File: src/rtl/vx_commit_arb_pkg.sv
// Shared commit-path types: the per-instruction commit payload and helpers
// used by the commit arbiter and its round-robin sub-arbiter.
package vx_commit_arb_pkg;

  localparam int NUM_THREADS = 4;
  localparam int NW_BITS     = 2;
  localparam int XLEN        = 32;
  localparam int RD_BITS     = 5;

  // Payload carried from an execution unit to writeback / scoreboard release.
  // eop sits in the LSB so "last micro-op of the instruction" is easy to spot.
  typedef struct packed {
    logic [NW_BITS-1:0]          wid;
    logic [NUM_THREADS-1:0]      tmask;
    logic                        wb;
    logic [RD_BITS-1:0]          rd;
    logic [NUM_THREADS*XLEN-1:0] data;
    logic                        eop;
  } commit_data_t;

  localparam int COMMIT_DATA_W = $bits(commit_data_t);

  // Round-robin successor of a granted index.
  function automatic int rr_next(input int idx, input int n);
    return (idx + 1) % n;
  endfunction

endpackage

File: src/rtl/vx_commit_arb_if.sv
// Commit arbiter bus: NUM_REQS unit-side commit inputs plus the merged output.
//
// Handshake: every channel uses valid/ready. A beat transfers on a rising clk
// edge where valid & ready are both 1. A source holding valid must keep its
// data stable until that transfer; ready may depend on valid, valid may not
// depend on ready.
interface vx_commit_arb_if #(
  parameter int NUM_REQS = 4
);
  import vx_commit_arb_pkg::*;

  localparam int GW = $clog2(NUM_REQS);

  logic [NUM_REQS-1:0]                in_valid;
  logic [NUM_REQS-1:0]                in_ready;
  commit_data_t [NUM_REQS-1:0]        in_data;
  logic                               out_valid;
  logic                               out_ready;
  commit_data_t                       out_data;
  logic [GW-1:0]                      out_grant;

  // master: execution units + writeback side; slave: the arbiter
  modport master (
    output in_valid, in_data, out_ready,
    input  in_ready, out_valid, out_data, out_grant
  );

  modport slave (
    input  in_valid, in_data, out_ready,
    output in_ready, out_valid, out_data, out_grant
  );

endinterface

File: src/rtl/vx_commit_rr_arb.sv
// Combinational round-robin arbiter: searches requests starting at rr_ptr
// and reports the first hit as a one-hot grant (gated by enable) and as a
// binary index (always reported so the caller can advance its pointer).
module vx_commit_rr_arb #(
  parameter  int N  = 4,
  localparam int IW = (N > 1) ? $clog2(N) : 1
) (
  input  logic [N-1:0]  requests,
  input  logic [IW-1:0] rr_ptr,
  input  logic          enable,
  output logic [N-1:0]  grant,
  output logic [IW-1:0] grant_index,
  output logic          grant_valid
);

  // first asserted request at or after rr_ptr, wrapping around
  always_comb begin
    int          sum;
    logic [IW-1:0] idx;
    grant       = '0;
    grant_index = '0;
    grant_valid = 1'b0;
    sum         = 0;
    idx         = '0;
    for (int k = 0; k < N; k++) begin
      sum = int'(rr_ptr) + k;
      if (sum >= N) sum = sum - N;
      idx = IW'(sum);
      if (!grant_valid && requests[idx]) begin
        grant_valid = 1'b1;
        grant_index = idx;
      end
    end
    if (enable && grant_valid) grant[grant_index] = 1'b1;
  end

endmodule

File: src/rtl/vx_commit_arb.sv
// Per-issue-slot commit arbiter: round-robin merge of the execution-unit
// commit streams into a 2-entry registered buffer, plus a counter of
// retired (eop) commits delivered downstream.
module vx_commit_arb
  import vx_commit_arb_pkg::*;
#(
  parameter int NUM_REQS  = 4,
  parameter int CNT_WIDTH = 16
) (
  input  logic                 clk,
  input  logic                 reset,
  vx_commit_arb_if.slave       bus,
  output logic [CNT_WIDTH-1:0] retired_cnt
);

  localparam int GW = $clog2(NUM_REQS);

  typedef struct packed {
    commit_data_t  data;
    logic [GW-1:0] src;
  } entry_t;

  entry_t              fifo_mem [2];
  logic                rd_ptr;
  logic                wr_ptr;
  logic [1:0]          count;
  logic [GW-1:0]       rr_ptr;
  entry_t              head;

  logic                full;
  logic                pop;
  logic                push;
  logic                can_accept;
  logic [NUM_REQS-1:0] grant;
  logic [GW-1:0]       grant_index;
  logic                grant_valid;

  assign full       = (count == 2'd2);
  assign pop        = bus.out_valid && bus.out_ready;
  // a pop this cycle frees the slot the push will land in
  assign can_accept = !full || pop;

  vx_commit_rr_arb #(.N(NUM_REQS)) u_rr_arb (
    .requests    (bus.in_valid),
    .rr_ptr      (rr_ptr),
    .enable      (can_accept),
    .grant       (grant),
    .grant_index (grant_index),
    .grant_valid (grant_valid)
  );

  assign bus.in_ready = grant;
  assign push         = grant_valid && can_accept;

  // tail slot: with two slots the tail is the head flipped by count parity;
  // at count 2 this is the head slot, which is being popped in the same cycle
  assign wr_ptr        = rd_ptr ^ count[0];
  assign head          = fifo_mem[rd_ptr];
  assign bus.out_valid = (count != 2'd0);
  assign bus.out_data  = head.data;
  assign bus.out_grant = head.src;

  // buffer storage: capture the winner's payload and source index on push
  always_ff @(posedge clk or posedge reset) begin
    if (reset) begin
      fifo_mem[0] <= '0;
      fifo_mem[1] <= '0;
    end else if (push) begin
      fifo_mem[wr_ptr] <= '{data: bus.in_data[grant_index], src: grant_index};
    end
  end

  // buffer occupancy and read pointer
  always_ff @(posedge clk or posedge reset) begin
    if (reset) begin
      count  <= 2'd0;
      rd_ptr <= 1'b0;
    end else begin
      if (pop) rd_ptr <= ~rd_ptr;
      case ({push, pop})
        2'b10:   count <= count + 2'd1;
        2'b01:   count <= count - 2'd1;
        default: count <= count;
      endcase
    end
  end

  // round-robin pointer moves past the winner only when it is accepted
  always_ff @(posedge clk or posedge reset) begin
    if (reset) begin
      rr_ptr <= '0;
    end else if (push) begin
      rr_ptr <= GW'(rr_next(int'(grant_index), NUM_REQS));
    end
  end

  // retired-instruction counter: one per delivered eop commit, wraps
  always_ff @(posedge clk or posedge reset) begin
    if (reset) begin
      retired_cnt <= '0;
    end else if (pop && head.data.eop) begin
      retired_cnt <= retired_cnt + 1'b1;
    end
  end

  // at most one accept per cycle, no pop from empty, no overfill
  a_ready_onehot0 : assert property (@(posedge clk) disable iff (reset)
    $onehot0(bus.in_ready));
  a_no_pop_empty : assert property (@(posedge clk) disable iff (reset)
    pop |-> (count != 2'd0));
  a_no_overfill : assert property (@(posedge clk) disable iff (reset)
    (push && full) |-> pop);

endmodule
File: src/flat_wrapper.sv
// flat-port wrapper written by rule: the top's interface ports become plain ports
module vx_commit_arb_flat import vx_commit_arb_pkg::*;
#(
  parameter int NUM_REQS  = 4,
  parameter int CNT_WIDTH = 16
)
  (clk, reset, retired_cnt, bus_in_valid, bus_in_data, bus_out_ready, bus_in_ready, bus_out_valid, bus_out_data, bus_out_grant);
  vx_commit_arb_if #(.NUM_REQS(NUM_REQS)) bus_i ();
  input  logic clk;
  input  logic reset;
  output logic [CNT_WIDTH-1:0] retired_cnt;
  input wire logic [$bits(bus_i.in_valid)-1:0] bus_in_valid;
  input wire logic [$bits(bus_i.in_data)-1:0] bus_in_data;
  input wire logic [$bits(bus_i.out_ready)-1:0] bus_out_ready;
  output wire logic [$bits(bus_i.in_ready)-1:0] bus_in_ready;
  output wire logic [$bits(bus_i.out_valid)-1:0] bus_out_valid;
  output wire logic [$bits(bus_i.out_data)-1:0] bus_out_data;
  output wire logic [$bits(bus_i.out_grant)-1:0] bus_out_grant;
  assign bus_i.in_valid = bus_in_valid;
  assign bus_i.in_data = bus_in_data;
  assign bus_i.out_ready = bus_out_ready;
  assign bus_in_ready = bus_i.in_ready;
  assign bus_out_valid = bus_i.out_valid;
  assign bus_out_data = bus_i.out_data;
  assign bus_out_grant = bus_i.out_grant;
  vx_commit_arb #(.NUM_REQS(NUM_REQS), .CNT_WIDTH(CNT_WIDTH)) u_core (.clk(clk), .reset(reset), .bus(bus_i), .retired_cnt(retired_cnt));
endmodule
File: config.mk
export PLATFORM = sky130hd
export DESIGN_NAME = vx_commit_arb_flat
export DESIGN_NICKNAME = d
export VERILOG_FILES = /design/src/rtl/vx_commit_arb_pkg.sv /design/src/rtl/vx_commit_arb_if.sv /design/src/rtl/vx_commit_rr_arb.sv /design/src/rtl/vx_commit_arb.sv /design/src/flat_wrapper.sv
export SDC_FILE = /design/constraint.sdc
export NUM_CORES = 1
export LEC_CHECK = 0
export ABC_CLOCK_PERIOD_IN_PS = 12050
export CELL_PAD_IN_SITES_DETAIL_PLACEMENT = 2
export CELL_PAD_IN_SITES_GLOBAL_PLACEMENT = 2
export CORE_AREA = 2 2 289 291
export CTS_CLUSTER_SIZE = 24
export DETAILED_ROUTE_END_ITERATION = 12
export DIE_AREA = 0 0 291 293
export PLACE_DENSITY_LB_ADDON = 0.05
export SLEW_MARGIN = 20
export SYNTH_ARGS = -nofsm -noshare
export SYNTH_HDL_FRONTEND = slang
export SYNTH_SLANG_ARGS = --single-unit
File: constraint.sdc
create_clock -name clk -period 12.05 [get_ports clk]
set_input_delay 3.0125 -clock clk [delete_from_list [all_inputs] [get_ports clk]]
set_output_delay 3.0125 -clock clk [all_outputs]
set_load 0.05 [all_outputs]
Word level (Yosys, flattened, before mapping)
Cells that the tools add are included.
{"block": "totals", "regBits": 307, "input_bits": 571, "output_inout_bits": 164, "elab_cells": 96}
{"block": "classes", "add_sub_neg": 11, "n_lt_le_gt_ge": 13, "n_eq_ne": 3, "n_mux": 32, "bitwise_logic": 4, "n_reduce_logical": 15}
{"operator": "2-to-1 mux 143 bit", "count": 4}
{"operator": "bitwise mux 286 bit", "count": 1}
{"operator": "binary-select mux 141 bit (select 2 bit)", "count": 1}
{"operator": "demux 143 bit (select 1 bit)", "count": 1}
{"operator": "2-to-1 mux 141 bit", "count": 1}
{"operator": "adder 16 x 1 -> 16 bit, second input constant", "count": 1}
{"operator": "2-to-1 mux 2 bit", "count": 8}
{"operator": "less-than comparator 2 x 3 -> 1 bit, second input constant", "count": 5}
{"operator": "subtractor 2 x 1 -> 2 bit, second input constant", "count": 5}
{"operator": ">= comparator 3 bit, second input constant", "count": 3}
{"operator": "2-to-1 mux 1 bit", "count": 9}
{"operator": "binary-select mux 1 bit (select 2 bit)", "count": 4}
{"operator": "logical AND 1 bit", "count": 8}
{"operator": "adder 2 x 2 -> 3 bit, second input constant", "count": 2}
{"operator": "adder 2 x 1 -> 2 bit, second input constant", "count": 2}
{"operator": "== test 2 bit, second input constant", "count": 2}
{"operator": ">= comparator 2 bit, second input constant", "count": 2}
{"operator": "zero test 1 bit", "count": 4}
{"operator": "2-to-1 mux 4 bit", "count": 1}
{"operator": "NOT 1 -> 2 bit", "count": 2}
{"operator": "case mux 2 bit (2 select lines)", "count": 1}
{"operator": "nonzero test 2 bit", "count": 2}
{"operator": "adder 2 x 1 -> 3 bit, second input constant", "count": 1}
{"operator": ">= comparator 2 x 3 -> 1 bit, second input constant", "count": 1}
{"operator": "other kinds (7)", "count": 7}

Longest topological paths before layout
Gate-level depths: netlist of the first run.
{"block": "logic_depth", "word_depth": 19, "mapped_depth": 9, "depth_no_buf": 8}

By module
A second synthesis of the first run with hierarchy kept.
{"block": "hier_totals", "cells_unflattened": 1051, "area_unflattened_um2": 17137.7}
{"module": "vx_commit_arb", "n_inst": 1, "cells_per_inst": 1031, "area_each_um2": 17002.6, "seq_area_each_um2": 7682.4}
{"module": "vx_commit_rr_arb", "n_inst": 1, "cells_per_inst": 20, "area_each_um2": 135.1, "seq_area_each_um2": 0.0}

Worst setup path before layout of the first run
No wires, ideal clock.
{"block": "synth_timing", "path_kind": "input to output", "from": "input bus_in_valid[1]", "to": "output bus_in_ready[0]", "arrival_time_ns": 4.609, "required_ns": 9.037, "path_slack_ns": 4.428, "stages": 9, "n_path_buf": 3, "path_cell_list": "nand2b_1 a21oi_1 o32a_1 clkbuf_1 buf_4 buf_2 inv_1 ha_1 and2_1"}
{"block": "synth_between", "elab_chain_len": 17, "word_cells_on_any_way": 29, "cone_classes": "order compare: 2; mux: 19; reduce/logical: 8"}
{"item": "from (decl)", "line_no": "flat_wrapper.sv:12", "text": "input wire logic [$bits(bus_i.in_valid)-1:0] bus_in_valid;"}
{"item": "binary-select mux 1 bit (select 2 bit)", "line_no": "vx_commit_rr_arb.sv:29", "text": "if (!grant_valid && requests[idx]) begin"}
{"item": "2-to-1 mux 1 bit (implied by the code)", "line_no": "vx_commit_rr_arb.sv:29"}
{"item": "2-to-1 mux 1 bit", "line_no": "vx_commit_rr_arb.sv:29"}
{"item": "zero test 1 bit", "line_no": "vx_commit_rr_arb.sv:29"}
{"item": "logical AND 1 bit", "line_no": "vx_commit_rr_arb.sv:29"}
{"item": "2-to-1 mux 1 bit", "line_no": "vx_commit_rr_arb.sv:29"}
{"item": "zero test 1 bit", "line_no": "vx_commit_rr_arb.sv:29"}
{"item": "logical AND 1 bit", "line_no": "vx_commit_rr_arb.sv:29"}
{"item": "[2 not listed]"}
{"item": "logical AND 1 bit", "line_no": "vx_commit_rr_arb.sv:29"}
{"item": "2-to-1 mux 2 bit *", "line_no": "vx_commit_rr_arb.sv:29"}
{"item": "named net u_core.grant_index[1]", "line_no": "vx_commit_arb.sv:35", "text": "logic [GW-1:0] grant_index;"}
{"item": "less-than comparator 2 x 3 -> 1 bit (implied by the code) or >= comparator 2 x 1 -> 1 bit (tied branches)", "line_no": "vx_commit_rr_arb.sv:34", "text": "if (enable && grant_valid) grant[grant_index] = 1'b1;"}
{"item": "logical AND 1 bit (implied by the code)", "line_no": "vx_commit_rr_arb.sv:34"}
{"item": "2-to-1 mux 1 bit (implied by the code)", "line_no": "vx_commit_rr_arb.sv:34"}
{"item": "demux 1 bit (select 2 bit) *", "line_no": "vx_commit_rr_arb.sv:34"}
{"item": "2-to-1 mux 4 bit *", "line_no": "vx_commit_rr_arb.sv:34"}
{"item": "to (decl)", "line_no": "flat_wrapper.sv:15", "text": "output wire logic [$bits(bus_i.in_ready)-1:0] bus_in_ready;"}
Mark *: on every way through the listed nets, which the timed path passes. The rest lies on a longest branch. The select of a mux whose other input is x is not followed.

Final worst setup path of the first run
{"block": "layout_timing", "from": "input bus_in_valid[2]", "to": "output bus_in_ready[1]"}
Same word-level chain as after synthesis.

==> metrics.md, run 1 <==
| Metric | Value |
|---|---|
| P_leak | 0.0112 µW |
| Post-synthesis net count | approximately 2100 |
| Setup Skew | 0.00797 ns |
| Crit path required time | 9.04 ns |
| Mapped Cells | 1541 |
| Mapped Area | between 15000 and 20000 µm² |
| Vias in the first global route | roughly 19000 |
| DP Wirelength | ~65000 µm |
| Final WL | 89900 µm |
| Prevailing post-synth register cell | dfrtp_1 |
| Setup Buffers After CTS | 0 |
| Max cap viols | 0 |
| Tmin final | 8.61 ns |
| Post_cts resized | 0 |
| Worst Setup Path Type | in2out |
| Worst Setup End Kind | output pin |
| GRT overflow | 0 |
| Initial drt markers | 709 |
| Total number of vias | 16000 |
| Die Y-Extent | 293 µm |
| Max-slew headroom | between 20% and 30% |
| Seq cells post-synth | 307 |
| Outcome | finished, final reports clean |
| F_max | 116 MHz |
| Mean Syn Cell Area | 11.2 µm² |
| Top post-synthesis cells by area | dfrtp_1, mux2i_1, o221ai_1, mux2_2, nand2_1 |
| CTS sink count | between 300 and 400 |
| H-tree depth | 2 |
| Clock Tree Root | clkbuf_16 |
| Antenna viol nets, final | 0 |
| VDD IR max | 0.133 mV |
| # hold bufs at CTS | 0 |
| First-pass GRT wire length | 131000 µm |
| GPL Wtd Cong | 0.781 |
| Post-synth EDFFs | 0 |
| TNS Setup | 0 ns |
| Clock slew at reported path FFs | 0.05 ns |
| Std cell rows | 105 |
| Fin nets | 2776 |
| Core ar. | 81800 µm² |
| Ys async rst share | 100% |
| Share of cells above drive strength 1 | 12.5% |
| Worst-Margin Slew | ~1.1 ns |
| Initial antenna violation count | 5 |
| PwrDens | 322 nW/µm² |
| Via density per instance | 4.86 |
| Initial Util | 21.2% |
| Setup Viol. Count Final | 0 |
| Synth cell types | 37 |
| Leading area contributor after synthesis | dfrtp_1 |
| Die area | 85300 µm² |
| Post-DR wirelength/cell | 27.2 µm |
| RSZ-0062 raised after global routing | false |
| Warning count from the yosys run | 0 |
| Post-synth top area share | between 40% and 50% |
| Max Slew Vio Count | 0 |
| Num CTS Buffers | 43 |
| CP Max Fanout | 7 |
| # DRC | 0 |
| Insertion delay to the later sink of the worst-skew pair | 0.56 ns |
| Boundary Pins | 735 |
| Buffers on Ports | 734 |
| Die Wd | 291 µm |
| First-pass detailed-route iteration total | 4 |
| CP Launch Type | primary input |
| CP arrival | 5.60 ns |
| Seq/Total Area, Yosys | approximately 44% |
| Area Growth Syn to Fin | 54.9% |
| TritonCTS clock tree | built |
| HP Class | reg2reg |
| Part of the cycle the worst path needs | approximately 70% |
| Largest net degree at the start of global routing | 71 |
| Final worst slack | 3.44 ns |
| Worst slack, placed | 3.41 ns |
| Synth top cells by count | dfrtp_1, nand2_1, mux2i_1 |
| Worst-case clock buffer depth | 3 |
| Hold Fails Final Rpt | 0 |
| GRT Total Usage | 20.6% |
| Most numerous cell in the Yosys netlist | dfrtp_1 |
[routing by layer]
| layer | vias to the layer above | GRT usage, % | routed length [µm] |
|---|---|---|---|
| li1 | 7180 | - | - |
| met1 | 8195 | 24.2 | 36000 |
| met2 | 514 | 36.3 | 45500 |
| met3 | 131 | 4.89 | 5110 |
| met4 | 4 | 7.73 | 3230 |
| met5 | - | 0 | 27 |
[where the power goes]
| part | switching (µW) | internal [µW] |
|---|---|---|
| logic | 3580 | 1960 |
| registers | 289 | 1560 |
| clock network | 492 | 755 |
[cell usage in the layout, fill, tap and decap left out, types with 2 or more instances in the layout]
cell type,instances
clkbuf_16,45
xnor2_1,13
nor2b_1,5
nand2b_4,3
a21oi_1,2
nand2b_1,2
inv_1,6
nor2_1,7
xor2_1,6
mux2i_1,283
clkinv_2,2
diode_2,3
clkbuf_8,9
o221ai_1,239
clkdlybuf4s50_1,734
clkbuf_1,16
and3_1,3
dfrtp_1,306
nand2_1,300
o21ai_0,3
buf_4,24
mux2_2,144
nand4_1,3
and2_1,6
ha_1,6
o221ai_2,43
[flip-flops by register name (all words and copies together) (netlist names)]
register	flops
u_core.fifo_mem	286
u_core.rd_ptr	1
u_core.retired_cnt	16
u_core.count	2
u_core.rr_ptr	2
[cells by family after synthesis]
logic type,count (synthesis),share of synthesized area (%)
muxes,427,25.7
and+or+nand+nor,337,7.83
DFF,307,44.3
adders and majority gates,6,0.433
buffers and inverters,152,4.51
xor gates and xnor gates,19,0.960
AOI/OAI and AO/OA,293,16.2
[cell type report]
class                   count  area [µm²]
fillers                  8692       55000
multi-input cells        1082        8900
flip-flops and latches    307        7690
repair buffers            758        7530
well taps                1070        1340
clock buffers              70        1310
clock inverters             3        40.0
inverters                   7        33.8
diodes                      3        7.51
[worst max-delay path, cell delays in order]
cell and delay [ns]:
clkdlybuf4s50_1 0.47, nor2b_1 0.18, a21o_1 0.16, a211o_1 0.43, inv_1 0.20, ha_1 0.16
and2_1 0.15, clkdlybuf4s50_1 0.82
[through the flow]
stage | util, % | cell area [µm²] | total power, µW | cells | hold WS (ns)
after floorplan | - | 17300 | 5500 | 1541 | 0.441
after global placement | 31.1 | 25500 | 7390 | 3224 | 0.456
after detailed placement | 31.1 | 25500 | 7510 | 3224 | 0.466
after CTS | 32.8 | 26800 | 8830 | 3297 | 0.477
after global routing | 32.8 | 26800 | 9160 | 3300 | 0.505
final | 32.8 | 26800 | 8640 | 3300 | 0.474
[path summary, 6_finish.rpt]
path	start	to	slack (ns)	depth (start not counted)
worst max-delay path	bus_in_valid[2]	bus_in_ready[1]	3.44	8
min in group asynchronous	reset	u_core.fifo_mem[205]	2.85	2
worst max register to register	u_core.rr_ptr[0]	u_core.fifo_mem[279]	7.31	9
worst min register to register	u_core.retired_cnt[15]	u_core.retired_cnt[15]	0.47	1
worst min-delay path	u_core.retired_cnt[15]	u_core.retired_cnt[15]	0.47	1
max in group asynchronous	reset	u_core.fifo_mem[161]	7.81	3
Note: power is estimated with default switching activity, not from simulation.
==> run 2: changes to the inputs <==
--- a/config.mk
+++ b/config.mk
@@ -5,7 +5,7 @@
 export SDC_FILE = /design/constraint.sdc
 export NUM_CORES = 1
 export LEC_CHECK = 0
-export ABC_CLOCK_PERIOD_IN_PS = 12050
+export ABC_CLOCK_PERIOD_IN_PS = 7000
 export CELL_PAD_IN_SITES_DETAIL_PLACEMENT = 2
 export CELL_PAD_IN_SITES_GLOBAL_PLACEMENT = 2
 export CORE_AREA = 2 2 289 291
==> constraint.sdc (replaced) <==
create_clock -name clk -period 7 [get_ports clk]
set_input_delay 1.75 -clock clk [delete_from_list [all_inputs] [get_ports clk]]
set_output_delay 1.75 -clock clk [all_outputs]
set_load 0.05 [all_outputs]
==> metrics.md, run 2 (synthesis results as in run 1) <==
| Metric | Value |
|---|---|
| Commonest non-fill, non-tap cell in the layout | clkdlybuf4s50_1 |
| Max cap viols | 0 |
| CP Max Fanout | 7 |
| First-pass detailed-route iteration total | 4 |
| Top flop regs | u_core.fifo_mem: 286 flops, u_core.retired_cnt: 16 flops |
| Clock Tree Root | clkbuf_16 |
| # hold bufs at CTS | 0 |
| WP buf/inv | 4 |
| Fin cells | 3307 |
| Part of the cycle the worst path needs | 86.8% |
| TritonCTS clock tree | built |
| Max Slew Vio Count | 0 |
| P_leak | 0.0113 µW |
| Initial Util | between 20% and 30% |
| PwrDens | around 560 nW/µm² |
| GRT overflow | 0 |
| Most frequent cells in the layout | clkdlybuf4s50_1, dfrtp_1, nand2_1 |
| Num CTS Buffers | 43 |
| Fin nets | 2775 |
| R2R Setup Slk | 3.29 ns |
| F_max | ~160 MHz |
| Setup Skew | 0.0139 ns |
| Setup Viol. Count Final | 0 |
| # DRC | 0 |
| CP arrival | 4.32 ns |
| Outcome | finished, final reports clean |
| VDD IR max | 0.367 mV |
| HP Class | reg2reg |
| Cells after DPL | between 3000 and 4000 |
| GRT Total Usage | just over 20% |
| Initial antenna violation count | 9 |
| GPL Wtd Cong | 0.795 |
| Die Wd | 291 µm |
| Hold Fails Final Rpt | 0 |
| Worst-Margin Slew | 0.988 ns |
| Reg-to-Reg Start | u_core.rr_ptr[0] |
| CP max stage cell | clkdlybuf4s50_1 |
| Worst Setup Path Type | in2out |
| TNS Setup | 0 ns |
| Std cell rows | 105 |
| Worst-case clock buffer depth | 3 |
| Boundary Pins | 735 |
| Post-DR wirelength/cell | 27.2 µm |
| CP Launch Type | primary input |
| Critical Path, Cell by Cell | clkdlybuf4s50_1 -> inv_1 -> a21o_1 -> a211o_1 -> inv_1 -> ha_1 -> and2_1 -> clkdlybuf4s50_1 |
| H-tree depth | 2 |
| CTS sink count | 307 |
| Most flop-heavy register | u_core.fifo_mem |
| Crit path required time | between 5 and 6 ns |
| R2R depth | 9 |
| Core ar. | 81800 µm² |
| Share of cells above drive strength 1 | between 10 and 15% |
| Initial drt markers | 557 |
| Clock slew at reported path FFs | 0.05 ns |
| Area Growth Syn to Fin | 56.5% |
| Setup Buffers After CTS | 0 |
| Buffers on Ports | 734 |
| Hold endpoint | u_core.fifo_mem[23] |
| Hold wc startpoint | u_core.fifo_mem[23] |
| First-pass GRT wire length | 130000 µm |
| Crit path largest cell delay | roughly 0.80 ns |
| Total number of vias | between 15000 and 20000 |
| RSZ-0062 raised after global routing | false |
| Antenna viol nets, final | 0 |
| Tmin final | 6.07 ns |
| Via density per instance | 4.84 |
| Die area | 85300 µm² |
| DP Wirelength | ~64000 µm |
| Worst Setup End Kind | output pin |
| Worst hold path cell count | 2 |
| Die Y-Extent | around 290 µm |
| Reg2reg end | u_core.fifo_mem[142] |
| Layout fillers | 8637 |
| Post_cts resized | 0 |
| Largest net degree at the start of global routing | 154 |
| Max reg flops | between 200 and 300 |
| Max-slew headroom | 34.1% |
| Vias in the first global route | 18800 |
| Top delay family on crit path | buffers and inverters |
| Final WL | 90000 µm |
| Insertion delay to the later sink of the worst-skew pair | 0.56 ns |
| Critical path startpoint | bus_in_valid[3] |
## run 2: cell types whose count changed in the layout (fill, tap and decap cells not counted), sizes merged
cell / change
buf: -1
bufinv: +2
clkbuf: -1
clkinv: +3
clkinvlp: +1
diode: +4
inv: -1
## run 2: worst max-delay path by stage
stage | slack, ns | endpoint | cells past startpoint
3_3_place_gp | 0.95 | bus_in_ready[3] | 8
5_1_grt | 0.80 | bus_in_ready[1] | 8
3_5_place_dp | 0.91 | bus_in_ready[1] | 8
4_1_cts | 0.91 | bus_in_ready[1] | 8
2_1_floorplan | 1.17 | u_core.count[0] | 1
6_report | 0.93 | bus_in_ready[1] | 8
## run 2: through the flow
step	worst slack, ns	total power (µW)	hold slack, ns	cell area [µm²]	util (%)
floorplan	1.17	9460	0.441	17300	-
global placement	0.954	12800	0.456	25600	31.3
detailed placement	0.913	13000	0.471	25600	31.3
CTS	0.911	15400	0.484	27100	33.1
global route	0.798	16000	0.502	27100	33.1
finish	0.925	15100	0.482	27100	33.1
## run 2: worst reg2reg max path, cell delays in order (launching register included)
cell      delay (ns)
dfrtp_1         0.37
nand2b_1        0.15
nor2b_1         0.14
o32a_2          0.17
buf_4           0.22
buf_4           0.43
buf_4           0.60
buf_12          0.63
mux2i_1         0.65
o221ai_1        0.19
## run 2: report_power, final
group / switching [µW] / internal [µW] / total (µW) / leakage (µW)
sequential: 484 / 2680 / 3170 / 0.00379
clock: 855 / 1420 / 2270 / 0.000723
combinational: 6190 / 3450 / 9640 / 0.00677
total: 7530 / 7550 / 15100 / 0.0113
## run 2: final cells by class
class	count	area [µm²]	area share, %
multi-input cells	1082	8900	32.8
flip-flops and latches	307	7690	28.3
repair buffers	757	7680	28.3
clock buffers	69	1350	4.97
well taps	1070	1340	4.94
clock inverters	8	115	0.425
inverters	7	30.0	0.111
diodes	7	17.5	0.0646
## run 2: per-layer routing
layer | part of all wire, % | vias to the layer above | GRT usage, %
met2 | 52 | 464 | 37.6
met5 | 0.030 | - | 0
met1 | 40 | 8240 | 23.4
li1 | - | 7194 | -
met4 | 3.3 | 4 | 7.05
met3 | 5.1 | 113 | 4.37
==> run 3: changes to the inputs <==
--- a/config.mk
+++ b/config.mk
@@ -8,10 +8,10 @@
 export ABC_CLOCK_PERIOD_IN_PS = 7000
 export CELL_PAD_IN_SITES_DETAIL_PLACEMENT = 2
 export CELL_PAD_IN_SITES_GLOBAL_PLACEMENT = 2
-export CORE_AREA = 2 2 289 291
+export CORE_MARGIN = 8
+export CORE_UTILIZATION = 24
 export CTS_CLUSTER_SIZE = 24
 export DETAILED_ROUTE_END_ITERATION = 12
-export DIE_AREA = 0 0 291 293
 export PLACE_DENSITY_LB_ADDON = 0.05
 export SLEW_MARGIN = 20
 export SYNTH_ARGS = -nofsm -noshare
==> metrics.md, run 3 (synthesis results as in run 1) <==
| Metric | Value |
|---|---|
| Outcome | finished, final reports clean |
| Worst Setup End Kind | output pin |
| Setup Viol. Count Final | 0 |
| Clock Tree Root | clkbuf_16 |
| Initial drt markers | between 700 and 800 |
| Num CTS Buffers | 40 |
| Post-DR wirelength/cell | 28.4 µm |
| Area Growth Syn to Fin | 55.1% |
| Critical path startpoint | bus_in_valid[1] |
| Hold Slack | 0.476 ns |
| R2R depth | 7 |
| GPL Wtd Cong | 0.811 |
| Hold Fails Final Rpt | 0 |
| Core Util, Final | 37.6% |
| Die Y-Extent | about 280 µm |
| First-pass detailed-route iteration total | 4 |
| WP buf/inv | 3 |
| Initial Util | 24.2% |
| Setup Buffers After CTS | 0 |
| Initial antenna violation count | 10 |
| Crit path depth | 8 |
| GRT Total Usage | 21.4% |
| Buffers on Ports | 734 |
| Max Slew Vio Count | 0 |
| Final WL | 90200 µm |
| CTS sink count | just over 300 |
| Worst-case clock buffer depth | 3 |
| Boundary Pins | 735 |
| Max cap viols | 0 |
| Crit path required time | 5.25 ns |
| Crit path largest cell delay | 0.84 ns |
| TNS Setup | 0 ns |
| Worst Setup Path Type | in2out |
| Critical Path, Cell by Cell | clkdlybuf4s50_1 -> nand2b_1 -> a21oi_1 -> o32a_2 -> inv_1 -> ha_1 -> and2_1 -> clkdlybuf4s50_1 |
| Core ar. | 71500 µm² |
| Clock slew at reported path FFs | 0.05 ns |
| Die Wd | 285 µm |
| DP Area | 25400 µm² |
| Final worst slack | 0.971 ns |
| Antenna viol nets, final | 0 |
| Most flop-heavy register | u_core.fifo_mem |
| GRT overflow | 0 |
| Worst-Margin Slew | between 1 and 1.5 ns |
| Worst slack, placed | 0.970 ns |
| Hold wc startpoint | u_core.retired_cnt[15] |
| Largest net degree at the start of global routing | approximately 160 |
| CP arrival | 4.28 ns |
| F_max | 166 MHz |
| R2R Setup Slk | 2.31 ns |
| CP max stage cell | clkdlybuf4s50_1 |
| # DRC | 0 |
| Tmin final | 6.03 ns |
| Post-layout instance area | about 27000 µm² |
| Most frequent cells in the layout | clkdlybuf4s50_1, dfrtp_1, nand2_1 |
| Total number of vias | 16000 |
| # hold bufs at CTS | 0 |
| Most used cell, CP | clkdlybuf4s50_1 |
| CP Launch Type | primary input |
| Insertion delay to the later sink of the worst-skew pair | 0.55 ns |
| VDD IR max | 0.256 mV |
| P_leak | between 0.01 and 0.015 µW |
| First-pass GRT wire length | between 100000 and 150000 µm |
| DP Wirelength | 66800 µm |
| PwrDens | about 560 nW/µm² |
| Vias in the first global route | 18800 |
| Post_cts resized | 0 |
| Reg-to-Reg Start | u_core.rd_ptr |
| Max reg flops | 286 |
| Part of the cycle the worst path needs | between 80% and 90% |
| Fin nets | 2769 |
| Share of cells above drive strength 1 | about an eighth |
| Die area | 81100 µm² |
| TritonCTS clock tree | built |
| Std cell rows | between 90 and 100 |
| Setup Skew | approximately 0.016 ns |
| Commonest non-fill, non-tap cell in the layout | clkdlybuf4s50_1 |
| RSZ-0062 raised after global routing | false |
| HP Class | reg2reg |
| Reg2reg end | u_core.fifo_mem[20] |
| Max-slew headroom | 29.6% |
| Top flop regs | u_core.fifo_mem: 286 flops, u_core.retired_cnt: 16 flops |
| Top delay family on crit path | buffers and inverters |
| H-tree depth | 2 |
| Worst Setup EP | bus_in_ready[0] |
| Via density per instance | 5.04 |
| CP Max Fanout | 8 |
run 3: changes by cell type in the layout (fill, tap and decap cells not counted), sizes merged:
cell,previous run,this run
buf,23,20
clkinv,5,2
bufinv,3,6
clkbuf,69,60
inv,6,9
diode,7,5
run 3: worst min-delay path by stage:
stage                                   to  slack, ns  cells after the start
floorplan               u_core.fifo_mem[0]       0.44                      2
global placement        u_core.fifo_mem[0]       0.45                      2
detailed placement  u_core.retired_cnt[15]       0.47                      1
CTS                 u_core.retired_cnt[15]       0.48                      1
global route        u_core.retired_cnt[15]       0.49                      1
finish              u_core.retired_cnt[15]       0.48                      1
run 3: area by class of cell:
class | count | area (µm²)
fillers | 7413 | 44600
multi-input cells | 1082 | 8900
flip-flops and latches | 307 | 7690
repair buffers | 754 | 7640
clock buffers | 60 | 1200
well taps | 950 | 1190
clock inverters | 11 | 216
inverters | 7 | 30.0
diodes | 5 | 12.5
run 3: report_power, final:
group	internal [µW]	switching, µW
Combinational	3430	6120
Clock	1400	834
Sequential	2680	547
run 3: worst register-to-register path, stage by stage, from the launching register on:
cell,delay [ns]
dfrtp_4,1.08
buf_4,0.61
nor2b_1,0.16
o21bai_4,0.83
buf_4,0.91
buf_4,0.72
nand2_1,0.17
o221ai_1,0.11
run 3: metrics by stage:
stage | power, µW | instances
after CTS | 15300 | 3171
final | 15000 | 3176
after global placement | 12800 | 3100
after floorplan | 9460 | 1541
after detailed placement | 13000 | 3100
after global routing | 15800 | 3175
run 3: layer usage:
metal	track usage [%]	up-vias	share of wire, %
met4	5.22	8	2.1
met2	39.6	455	53
met1	24.4	8268	39
met5	0	-	0.053
li1	-	7183	-
met3	5.17	94	5.7
